--- config.mk ---
export PLATFORM = sky130hd
export DESIGN_NAME = sram_arbiter_flat
export DESIGN_NICKNAME = d
export VERILOG_FILES = /design/src/rtl/sram_arbiter_if.sv /design/src/rtl/sram_arbiter.sv /design/src/flat_wrapper.sv
export SDC_FILE = /design/constraint.sdc
export NUM_CORES = 1
export LEC_CHECK = 0
export CAP_MARGIN = 10
export CORE_MARGIN = 1.5
export CORE_UTILIZATION = 25
export CTS_CLUSTER_SIZE = 12
export DETAILED_ROUTE_END_ITERATION = 12
export HOLD_SLACK_MARGIN = 0.08
export PLACE_DENSITY = 0.61
export SETUP_SLACK_MARGIN = 0.1
export SLEW_MARGIN = 20
export SYNTH_ARGS = -nofsm -noshare
export SYNTH_HDL_FRONTEND = slang
export SYNTH_SLANG_ARGS = --single-unit
export TNS_END_PERCENT = 5
--- constraint.sdc ---
create_clock -name clk -period 1.75 [get_ports clk]
set_input_delay 0.35 -clock clk [delete_from_list [all_inputs] [get_ports clk]]
set_output_delay 0.35 -clock clk [all_outputs]
set_load 0.05 [all_outputs]
--- src/rtl/sram_arbiter_if.sv ---
// Requester-side bus of the two-port SRAM arbiter.
// Both requesters share one bundle; per-requester fields are bit/slice indexed.
interface sram_arbiter_if #(
  parameter int SIZE       = 16,
  parameter int DATA_WIDTH = 4
);
  localparam int ADDR_WIDTH = $clog2(SIZE);

  logic [1:0]              req_valid;
  logic [1:0]              req_ready;
  logic [1:0]              req_rw;
  logic [2*ADDR_WIDTH-1:0] req_addr;
  logic [2*DATA_WIDTH-1:0] req_wdata;
  logic [1:0]              rsp_valid;
  logic [1:0]              rsp_ready;
  logic [DATA_WIDTH-1:0]   rsp_rdata;

  modport slave (
    input  req_valid, req_rw, req_addr, req_wdata, rsp_ready,
    output req_ready, rsp_valid, rsp_rdata
  );

  modport master (
    output req_valid, req_rw, req_addr, req_wdata, rsp_ready,
    input  req_ready, rsp_valid, rsp_rdata
  );
endinterface

--- src/rtl/sram_arbiter.sv ---
// Two-requester round-robin arbiter in front of a single-port SRAM with
// registered read data. Zero-fills the whole array after every reset.
//
// state     | meaning
// ----------+-----------------------------------------------------------
// INIT      | post-reset zero-fill, one write per cycle, requests blocked
// IDLE      | arbitrate; writes complete here, reads move on
// READ_WAIT | SRAM read data arrives, captured into rsp_rdata at cycle end
// RESP      | rsp_valid to the read owner until it takes the data
module sram_arbiter #(
  parameter  int SIZE       = 16,
  parameter  int DATA_WIDTH = 4,
  localparam int ADDR_WIDTH = $clog2(SIZE)
) (
  input  logic                  clk,
  input  logic                  rst_n,
  sram_arbiter_if.slave         bus,
  output logic                  init_busy,
  output logic                  mem_en,
  output logic                  mem_rw,
  output logic [ADDR_WIDTH-1:0] mem_addr,
  output logic [DATA_WIDTH-1:0] mem_wdata,
  input  logic [DATA_WIDTH-1:0] mem_rdata
);

  typedef enum logic [1:0] {INIT, IDLE, READ_WAIT, RESP} state_t;

  state_t                state;
  state_t                state_nxt;
  logic [ADDR_WIDTH-1:0] fill_cnt;
  logic                  ptr;
  logic                  owner;
  logic                  rd_oor;
  logic [DATA_WIDTH-1:0] rsp_rdata_q;

  logic                  grant;
  logic                  winner;
  logic                  win_rw;
  logic                  win_in_range;
  logic [ADDR_WIDTH-1:0] win_addr;
  logic [DATA_WIDTH-1:0] win_wdata;
  logic [1:0]            req_ready;
  logic [1:0]            rsp_valid;

  // Pick the winner: a lone requester always wins, a tie goes to the pointer.
  always_comb begin
    winner = 1'b0;
    if (bus.req_valid == 2'b11) begin
      winner = ptr;
    end else begin
      winner = bus.req_valid[1];
    end
    win_rw       = winner ? bus.req_rw[1] : bus.req_rw[0];
    win_addr     = winner ? bus.req_addr[2*ADDR_WIDTH-1 -: ADDR_WIDTH]
                          : bus.req_addr[ADDR_WIDTH-1:0];
    win_wdata    = winner ? bus.req_wdata[2*DATA_WIDTH-1 -: DATA_WIDTH]
                          : bus.req_wdata[DATA_WIDTH-1:0];
    // Out-of-range accesses are still accepted but never reach the SRAM.
    win_in_range = ({1'b0, win_addr} < (ADDR_WIDTH+1)'(SIZE));
  end

  // Next state, handshakes and SRAM controls.
  always_comb begin
    state_nxt = state;
    grant     = 1'b0;
    req_ready = 2'b00;
    rsp_valid = 2'b00;
    mem_en    = 1'b0;
    mem_rw    = 1'b0;
    mem_addr  = '0;
    mem_wdata = '0;
    case (state)
      INIT: begin
        // Gated by rst_n so the SRAM sees no enable while reset is held.
        mem_en   = rst_n;
        mem_rw   = 1'b1;
        mem_addr = fill_cnt;
        if (fill_cnt == ADDR_WIDTH'(SIZE - 1)) begin
          state_nxt = IDLE;
        end
      end
      IDLE: begin
        if (|bus.req_valid) begin
          grant             = 1'b1;
          req_ready[winner] = 1'b1;
          mem_en            = win_in_range;
          mem_rw            = win_rw;
          mem_addr          = win_addr;
          mem_wdata         = win_wdata;
          if (!win_rw) begin
            state_nxt = READ_WAIT;
          end
        end
      end
      READ_WAIT: begin
        state_nxt = RESP;
      end
      RESP: begin
        rsp_valid[owner] = 1'b1;
        if (bus.rsp_ready[owner]) begin
          state_nxt = IDLE;
        end
      end
      default: begin
        state_nxt = INIT;
      end
    endcase
  end

  // State register.
  always_ff @(posedge clk or negedge rst_n) begin
    if (!rst_n) begin
      state <= INIT;
    end else begin
      state <= state_nxt;
    end
  end

  // Zero-fill address counter, restarts from 0 on every reset.
  always_ff @(posedge clk or negedge rst_n) begin
    if (!rst_n) begin
      fill_cnt <= '0;
    end else if (state == INIT) begin
      fill_cnt <= fill_cnt + 1'b1;
    end
  end

  // Round-robin pointer and read-owner bookkeeping, updated on each grant.
  always_ff @(posedge clk or negedge rst_n) begin
    if (!rst_n) begin
      ptr    <= 1'b0;
      owner  <= 1'b0;
      rd_oor <= 1'b0;
    end else if (grant) begin
      ptr <= ~winner;
      if (!win_rw) begin
        owner  <= winner;
        rd_oor <= ~win_in_range;
      end
    end
  end

  // Read data capture; an out-of-range read returns zero.
  always_ff @(posedge clk or negedge rst_n) begin
    if (!rst_n) begin
      rsp_rdata_q <= '0;
    end else if (state == READ_WAIT) begin
      rsp_rdata_q <= rd_oor ? '0 : mem_rdata;
    end
  end

  assign init_busy     = (state == INIT);
  assign bus.req_ready = req_ready;
  assign bus.rsp_valid = rsp_valid;
  assign bus.rsp_rdata = rsp_rdata_q;

endmodule

--- src/flat_wrapper.sv ---
// flat-port wrapper written by rule: the top's interface ports become plain ports
module sram_arbiter_flat 
#(
  parameter  int SIZE       = 16,
  parameter  int DATA_WIDTH = 4,
  localparam int ADDR_WIDTH = $clog2(SIZE)
)
  (clk, rst_n, init_busy, mem_en, mem_rw, mem_addr, mem_wdata, mem_rdata, bus_req_valid, bus_req_rw, bus_req_addr, bus_req_wdata, bus_rsp_ready, bus_req_ready, bus_rsp_valid, bus_rsp_rdata);
  sram_arbiter_if #(.SIZE(SIZE), .DATA_WIDTH(DATA_WIDTH)) bus_i ();
  input  logic clk;
  input  logic rst_n;
  output logic init_busy;
  output logic mem_en;
  output logic mem_rw;
  output logic [ADDR_WIDTH-1:0] mem_addr;
  output logic [DATA_WIDTH-1:0] mem_wdata;
  input  logic [DATA_WIDTH-1:0] mem_rdata;
  input wire logic [$bits(bus_i.req_valid)-1:0] bus_req_valid;
  input wire logic [$bits(bus_i.req_rw)-1:0] bus_req_rw;
  input wire logic [$bits(bus_i.req_addr)-1:0] bus_req_addr;
  input wire logic [$bits(bus_i.req_wdata)-1:0] bus_req_wdata;
  input wire logic [$bits(bus_i.rsp_ready)-1:0] bus_rsp_ready;
  output wire logic [$bits(bus_i.req_ready)-1:0] bus_req_ready;
  output wire logic [$bits(bus_i.rsp_valid)-1:0] bus_rsp_valid;
  output wire logic [$bits(bus_i.rsp_rdata)-1:0] bus_rsp_rdata;
  assign bus_i.req_valid = bus_req_valid;
  assign bus_i.req_rw = bus_req_rw;
  assign bus_i.req_addr = bus_req_addr;
  assign bus_i.req_wdata = bus_req_wdata;
  assign bus_i.rsp_ready = bus_rsp_ready;
  assign bus_req_ready = bus_i.req_ready;
  assign bus_rsp_valid = bus_i.rsp_valid;
  assign bus_rsp_rdata = bus_i.rsp_rdata;
  sram_arbiter #(.SIZE(SIZE), .DATA_WIDTH(DATA_WIDTH)) u_core (.clk(clk), .rst_n(rst_n), .bus(bus_i), .init_busy(init_busy), .mem_en(mem_en), .mem_rw(mem_rw), .mem_addr(mem_addr), .mem_wdata(mem_wdata), .mem_rdata(mem_rdata));
endmodule
==> run summary, run 1 <==
Yosys Warn Count -> 0
failing checks -> setup timing
most common library cell in the layout ignoring fill and taps -> clkdlybuf4s50_1
worst-path cell chain -> ha_4 -> and3_4 -> a222oi_1 -> inv_2 -> buf_12
Routed Antenna Nets -> 0
via count -> 803
Yosys cell types -> 29
worst r2r dst -> u_core.state[1]
GP Congestion -> 0.720
Die Y -> 58.6 microns
post-DR vias/cell -> 4.81
crit path DAT -> 1.67 ns
synthesized instance count -> 75
drt pass-1 iters -> 4
clock-pin slew on the worst setup and hold paths -> 0.08 ns
Detailed Place HPWL -> 1.87 mm
Final Worst Setup Slack -> -0.270 ns
Max Slew Vio Count -> 0
H-tree levels -> 1
Site Rows -> 19
P per Cell Area -> 1930 nW/um^2
IO Port Bufs -> 46
CTS root buffer -> clkbuf_4
Num CTS Buffers -> 3
final-report hold violation count -> 0
met2 routed WL -> 1.13 mm
vias in the first global route -> 886
Crit path max-delay family -> flip-flops
DRC viols -> 0
min Tclk post-route -> 2.02 ns
fmax -> 495 MHz
Critical R2R Launch -> u_core.state[0]
DRT iter0 DRCs -> 17
status -> finished with violations
total negative slack -> -2.11 ns
Final setup violation count -> 12
HP Class -> input port to async pin
sequential share of the synthesized area -> 38.8%
cells on worst reg2reg path -> 6
met1 wire length -> 917 microns
Post-Syn Nets -> 109
Antenna diodes -> 0
CTS tree -> built
core area -> 2850 sq um
Synth Flop Type -> dfrtp_1
EDFF count, synth -> 0
hold buffer count at cts -> 0
most area-hungry cell type in the Yosys netlist -> dfrtp_1
Avg Cell Area, Syn -> 10.3 sq um
Seq cells post-synth -> 12
uppermost layer routed -> met4
Worst VDD drop -> 1.16 mV
Die Width -> 58.6 microns
initial core utilization -> 27.1%
crit path kind -> flip-flop to output pin
WL/cell -> 13.3 microns
Synth area leaders -> dfrtp_1 39%, ha_1 9.7%, mux2_2 7.3%
CP max FO -> 3
met3 WL -> 149 microns
overall power -> 3.16 mW
largest net degree at the start of global routing -> 13
initial antenna violation count -> 0
WHS -> 0.421 ns
Crit. End Element -> output pin
Worst path slowest cell -> dfrtp_2
first-pass GRT wire length -> 3.82 mm
WP data required -> 1.40 ns
crit path launch type -> flip-flop
fraction of registers with async set/reset -> 100%
final net count -> 171
io pins -> 47
top-area cell type share of the netlist area -> 38.8%
leakage power -> 0.734 nW
Num Clock Sinks -> 12
Total GRT Usage -> 14.7%
DIE AREA -> 3440 sq um
post-synth design cell area -> 773 sq um
clk_skew -> 0.00608 ns
Crit path largest cell delay -> 0.43 ns
CTS Buffer Depth -> 2
crit path from -> u_core.state[0]
FF-to-FF setup slack -> 0.14 ns
synth-to-layout area growth -> 111%
Worst slew margin -> 75.4%
final WL -> 2.22 mm
Worst-Margin Slew -> 0.369 ns
fin crit share -> 115%
worst path bufs/invs -> 2
clk_lat worst skew -> 0.28 ns
commonest non-fill, non-tap cells in the layout -> 25 x clkdlybuf4s50_1, 16 x buf_4, 14 x buf_12
unrepaired setup endpoints after global routing -> true
worst slack at placement -> -0.403 ns
max-cap viol count -> 0
total gr overflow -> 0
share of layout cells above drive strength 1 -> 47.8%
-- per-layer routing --
layer	vias to the layer above	GRT usage, %
met5	-	0
met4	0	5.84
met3	4	4.62
met2	29	25.4
met1	383	16.8
li1	387	-
-- sequential cells by signal, indices dropped and copies added (netlist names) --
register              cells
u_core.bus.rsp_rdata      4
u_core.fill_cnt           4
u_core.state              2
u_core.ptr                1
u_core.owner              1
-- synthesized netlist by cell type (all sizes together) (2+ instances only) --
library cell  instances
nor2                  3
ha                    6
o21ai                 4
a21o                  2
mux2i                 5
a22o                  3
a22oi                 3
inv                   6
dfrtp                12
xnor2                 2
mux2                  6
nand2                 9
a211oi                2
-- repair_timing --
action,4_1_cts,5_1_grt
pin swaps,3,1
setup endpoints to repair,16,17
buffers inserted,1,0
gates resized for setup,15,0
-- worst max-delay path by stage --
stage,endpoint,cells after the start
floorplan,mem_addr[2],6
global placement,mem_addr[0],7
detailed placement,mem_addr[2],6
CTS,mem_addr[2],5
global route,mem_addr[2],6
finish,mem_addr[2],5
-- area by class of cell --
cell class / count / area, sq um
repair buffers: 59 / 691
flip-flops and latches: 12 / 302
fillers: 255 / 1220
inverters: 6 / 22.5
clock buffers: 4 / 36.3
well taps: 31 / 38.8
multi-input cells: 55 / 544
-- per-stage QoR --
stage          cell area (sq um)  cells  utilization [%]
2_1_floorplan                835     75                -
3_5_place_dp                1540    162             54.1
3_3_place_gp                1540    162             54.1
4_1_cts                     1630    167             57.3
5_1_grt                     1630    167             57.3
6_report                    1630    167             57.3
-- cells by family (layout without fill, tap and decap cells) --
family	after synthesis	count (layout)	synth area share [%]
and+or+nand+nor	18	18	10.8
AOI/OAI and AO/OA	17	17	18.0
DFF	12	12	38.8
muxes	11	11	15.2
buffers and inverters	8	69	4.04
adders and majority gates	6	6	9.71
xor gates and xnor gates	3	3	3.40
-- where the power goes --
part	internal [mW]	leakage, nW	switching [mW]	total [mW]
registers	0.424	0.139	0.124	0.549
logic	1.14	0.574	1.25	2.39
clock network	0.127	0.0210	0.0928	0.219
total	1.69	0.734	1.47	3.16
No activity file was read; power rests on OpenSTA's default activity.
==> run 2, diff against run 1 <==
Settings changed: CAP_MARGIN 10 to 20.
==> results of run 2 <==
Final layout, timing and power as in run 1 (identical DEF).
==> run 3, diff against run 2 <==
Settings changed: MAX_ROUTING_LAYER set to met4.
==> run summary, run 3 (synthesized netlist as in run 1, its figures left out) <==
IO Port Bufs -> 46 (unchanged)
Net Sw Frac -> 46.5% (about the same)
Crit. End Element -> output pin (unchanged)
clk_lat worst skew -> 0.28 ns (about the same)
GP Congestion -> 0.728 (was 0.720)
Sw Pwr -> 1.47 mW (about the same)
Pint -> 1.69 mW (about the same)
overall power -> 3.16 mW (about the same)
total gr overflow -> 0 (unchanged)
crit path launch type -> flip-flop (unchanged)
WP depth -> 5 (unchanged)
cells on worst reg2reg path -> 6 (unchanged)
unrepaired setup endpoints after global routing -> true (unchanged)
Total GRT Usage -> 15.2% (was 14.7%)
clk_skew -> 0.00779 ns (was 0.00608 ns)
DIE AREA -> 3440 sq um (unchanged)
Detailed Place HPWL -> 1.87 mm (unchanged)
Final setup violation count -> 12 (unchanged)
largest net degree at the start of global routing -> 13 (unchanged)
DRC viols -> 0 (unchanged)
DRT iter0 DRCs -> 20 (was 17)
Num CTS Buffers -> 3 (unchanged)
share of layout cells above drive strength 1 -> 47.8% (unchanged)
final WL -> 2.22 mm (unchanged)
clock-pin slew on the worst setup and hold paths -> 0.08 ns (about the same)
fmax -> 494 MHz (was 495 MHz)
clock power share -> 7.0% (was 6.9%)
WL/cell -> 13.3 microns (unchanged)
Combinational Power Share -> 75.7% (about the same)
Crit path max-delay family -> flip-flops (unchanged)
most common library cell in the layout ignoring fill and taps -> clkdlybuf4s50_1 (unchanged)
P per Cell Area -> 1930 nW/um^2 (about the same)
Worst slew margin -> 75.4% (about the same)
post-DR vias/cell -> 4.82 (was 4.81)
initial core utilization -> 27.1% (unchanged)
H-tree levels -> 1 (unchanged)
Die Width -> 58.6 microns (unchanged)
CTS root buffer -> clkbuf_4 (unchanged)
Worst VDD drop -> 1.16 mV (about the same)
min Tclk post-route -> 2.02 ns (about the same)
CP max FO -> 3 (unchanged)
failing checks -> setup timing (unchanged)
Die Y -> 58.6 microns (unchanged)
sequential power share -> 17.4% (about the same)
Num Clock Sinks -> 12 (unchanged)
fin crit share -> 116% (was 115%)
leakage power -> 0.734 nW (unchanged)
Max Slew Vio Count -> 0 (unchanged)
WP data required -> 1.40 ns (about the same)
first-pass GRT wire length -> 3.84 mm (was 3.82 mm)
Final Worst Setup Slack -> -0.272 ns (was -0.270 ns)
CTS tree -> built (unchanged)
synth-to-layout area growth -> 111% (unchanged)
Worst-Margin Slew -> 0.369 ns (about the same)
io pins -> 47 (unchanged)
core area -> 2850 sq um (unchanged)
initial antenna violation count -> 0 (unchanged)
post-route cell area -> 1630 sq um (unchanged)
WHS -> 0.419 ns (was 0.421 ns)
Post-Layout Cell Count -> 167 (unchanged)
status -> finished with violations (unchanged)
total negative slack -> -2.14 ns (was -2.11 ns)
Antenna diodes -> 0 (unchanged)
CTS Buffer Depth -> 2 (unchanged)
worst-path cell chain -> ha_4 -> and3_4 -> a222oi_1 -> inv_2 -> buf_12 (unchanged)
Routed Antenna Nets -> 0 (unchanged)
Crit path largest cell delay -> 0.43 ns (about the same)
worst path bufs/invs -> 2 (unchanged)
commonest non-fill, non-tap cells in the layout -> 25 x clkdlybuf4s50_1, 16 x buf_4, 14 x buf_12 (unchanged)
Worst path slowest cell -> dfrtp_2 (unchanged)
vias in the first global route -> 887 (was 886)
# fillers -> 255 (unchanged)
Site Rows -> 19 (unchanged)
hold buffer count at cts -> 0 (unchanged)
HP Class -> input port to async pin (unchanged)
final-report hold violation count -> 0 (unchanged)
max-cap viol count -> 0 (unchanged)
crit path kind -> flip-flop to output pin (unchanged)
via count -> 805 (was 803)
Placed Area -> 1540 sq um (unchanged)
drt pass-1 iters -> 4 (unchanged)
final net count -> 171 (unchanged)
crit path DAT -> 1.67 ns (about the same)
placed cells -> 162 (unchanged)
## run 3: final timing paths
| kind | from | endpoint | slack, ns |
|---|---|---|---|
| setup reg to reg | u_core.state[0] | u_core.state[1] | 0.14 |
| max in group asynchronous | rst_n | u_core.state[0] | 1.17 |
| setup / recovery | u_core.state[0] | mem_addr[2] | -0.27 |
| hold reg to reg | u_core.fill_cnt[3] | u_core.fill_cnt[3] | 0.50 |
| hold / removal | rst_n | u_core.bus.rsp_rdata[3] | 0.42 |
| min in group clk | u_core.fill_cnt[3] | u_core.fill_cnt[3] | 0.50 |
## run 3: cell type report
class                   instances  area [sq um]  share of cell area (%)
repair buffers                 59           691                    42.3
multi-input cells              55           544                    33.3
flip-flops and latches         12           302                    18.5
well taps                      31          38.8                    2.37
clock buffers                   4          36.3                    2.22
inverters                       6          22.5                    1.38
## run 3: per-layer routing
metal	vias up	global-route usage, %	routed length (microns)
li1	388	-	-
met1	384	17.4	928
met2	29	25.4	1130
met3	4	3.96	133
met4	0	5.84	28
met5	-	-	0
## run 3: stage by stage
stage / setup WS [ns] / utilization, %
after floorplan: -0.281 / -
after global placement: -0.329 / 54.1
after detailed placement: -0.403 / 54.1
after CTS: -0.299 / 57.3
after global routing: -0.371 / 57.3
final: -0.272 / 57.3
## run 3: worst register-to-register path, stage by stage, from the launching register on
cell,delay [ns]
dfrtp_2,0.43
inv_1,0.12
ha_2,0.25
buf_6,0.17
a22oi_2,0.09
o31ai_2,0.09
mux2_1,0.35
## run 3: repair_timing
action | 4_1_cts | 5_1_grt
gates resized for setup | 15 | 0
pin swaps | 3 | 1
endpoints found under the setup margin | 16 | 17
buffers inserted | 1 | 0
## run 3: power by group through the flow
| stage | clock (mW) | combinational, mW | sequential (mW) |
|---|---|---|---|
| 2_1_floorplan | 0 | 1.14 | 0.701 |
| 3_3_place_gp | 0 | 2.27 | 0.547 |
| 3_5_place_dp | 0 | 2.31 | 0.554 |
| 4_1_cts | 0.232 | 2.42 | 0.550 |
| 5_1_grt | 0.242 | 2.53 | 0.570 |
| 6_report | 0.221 | 2.39 | 0.548 |
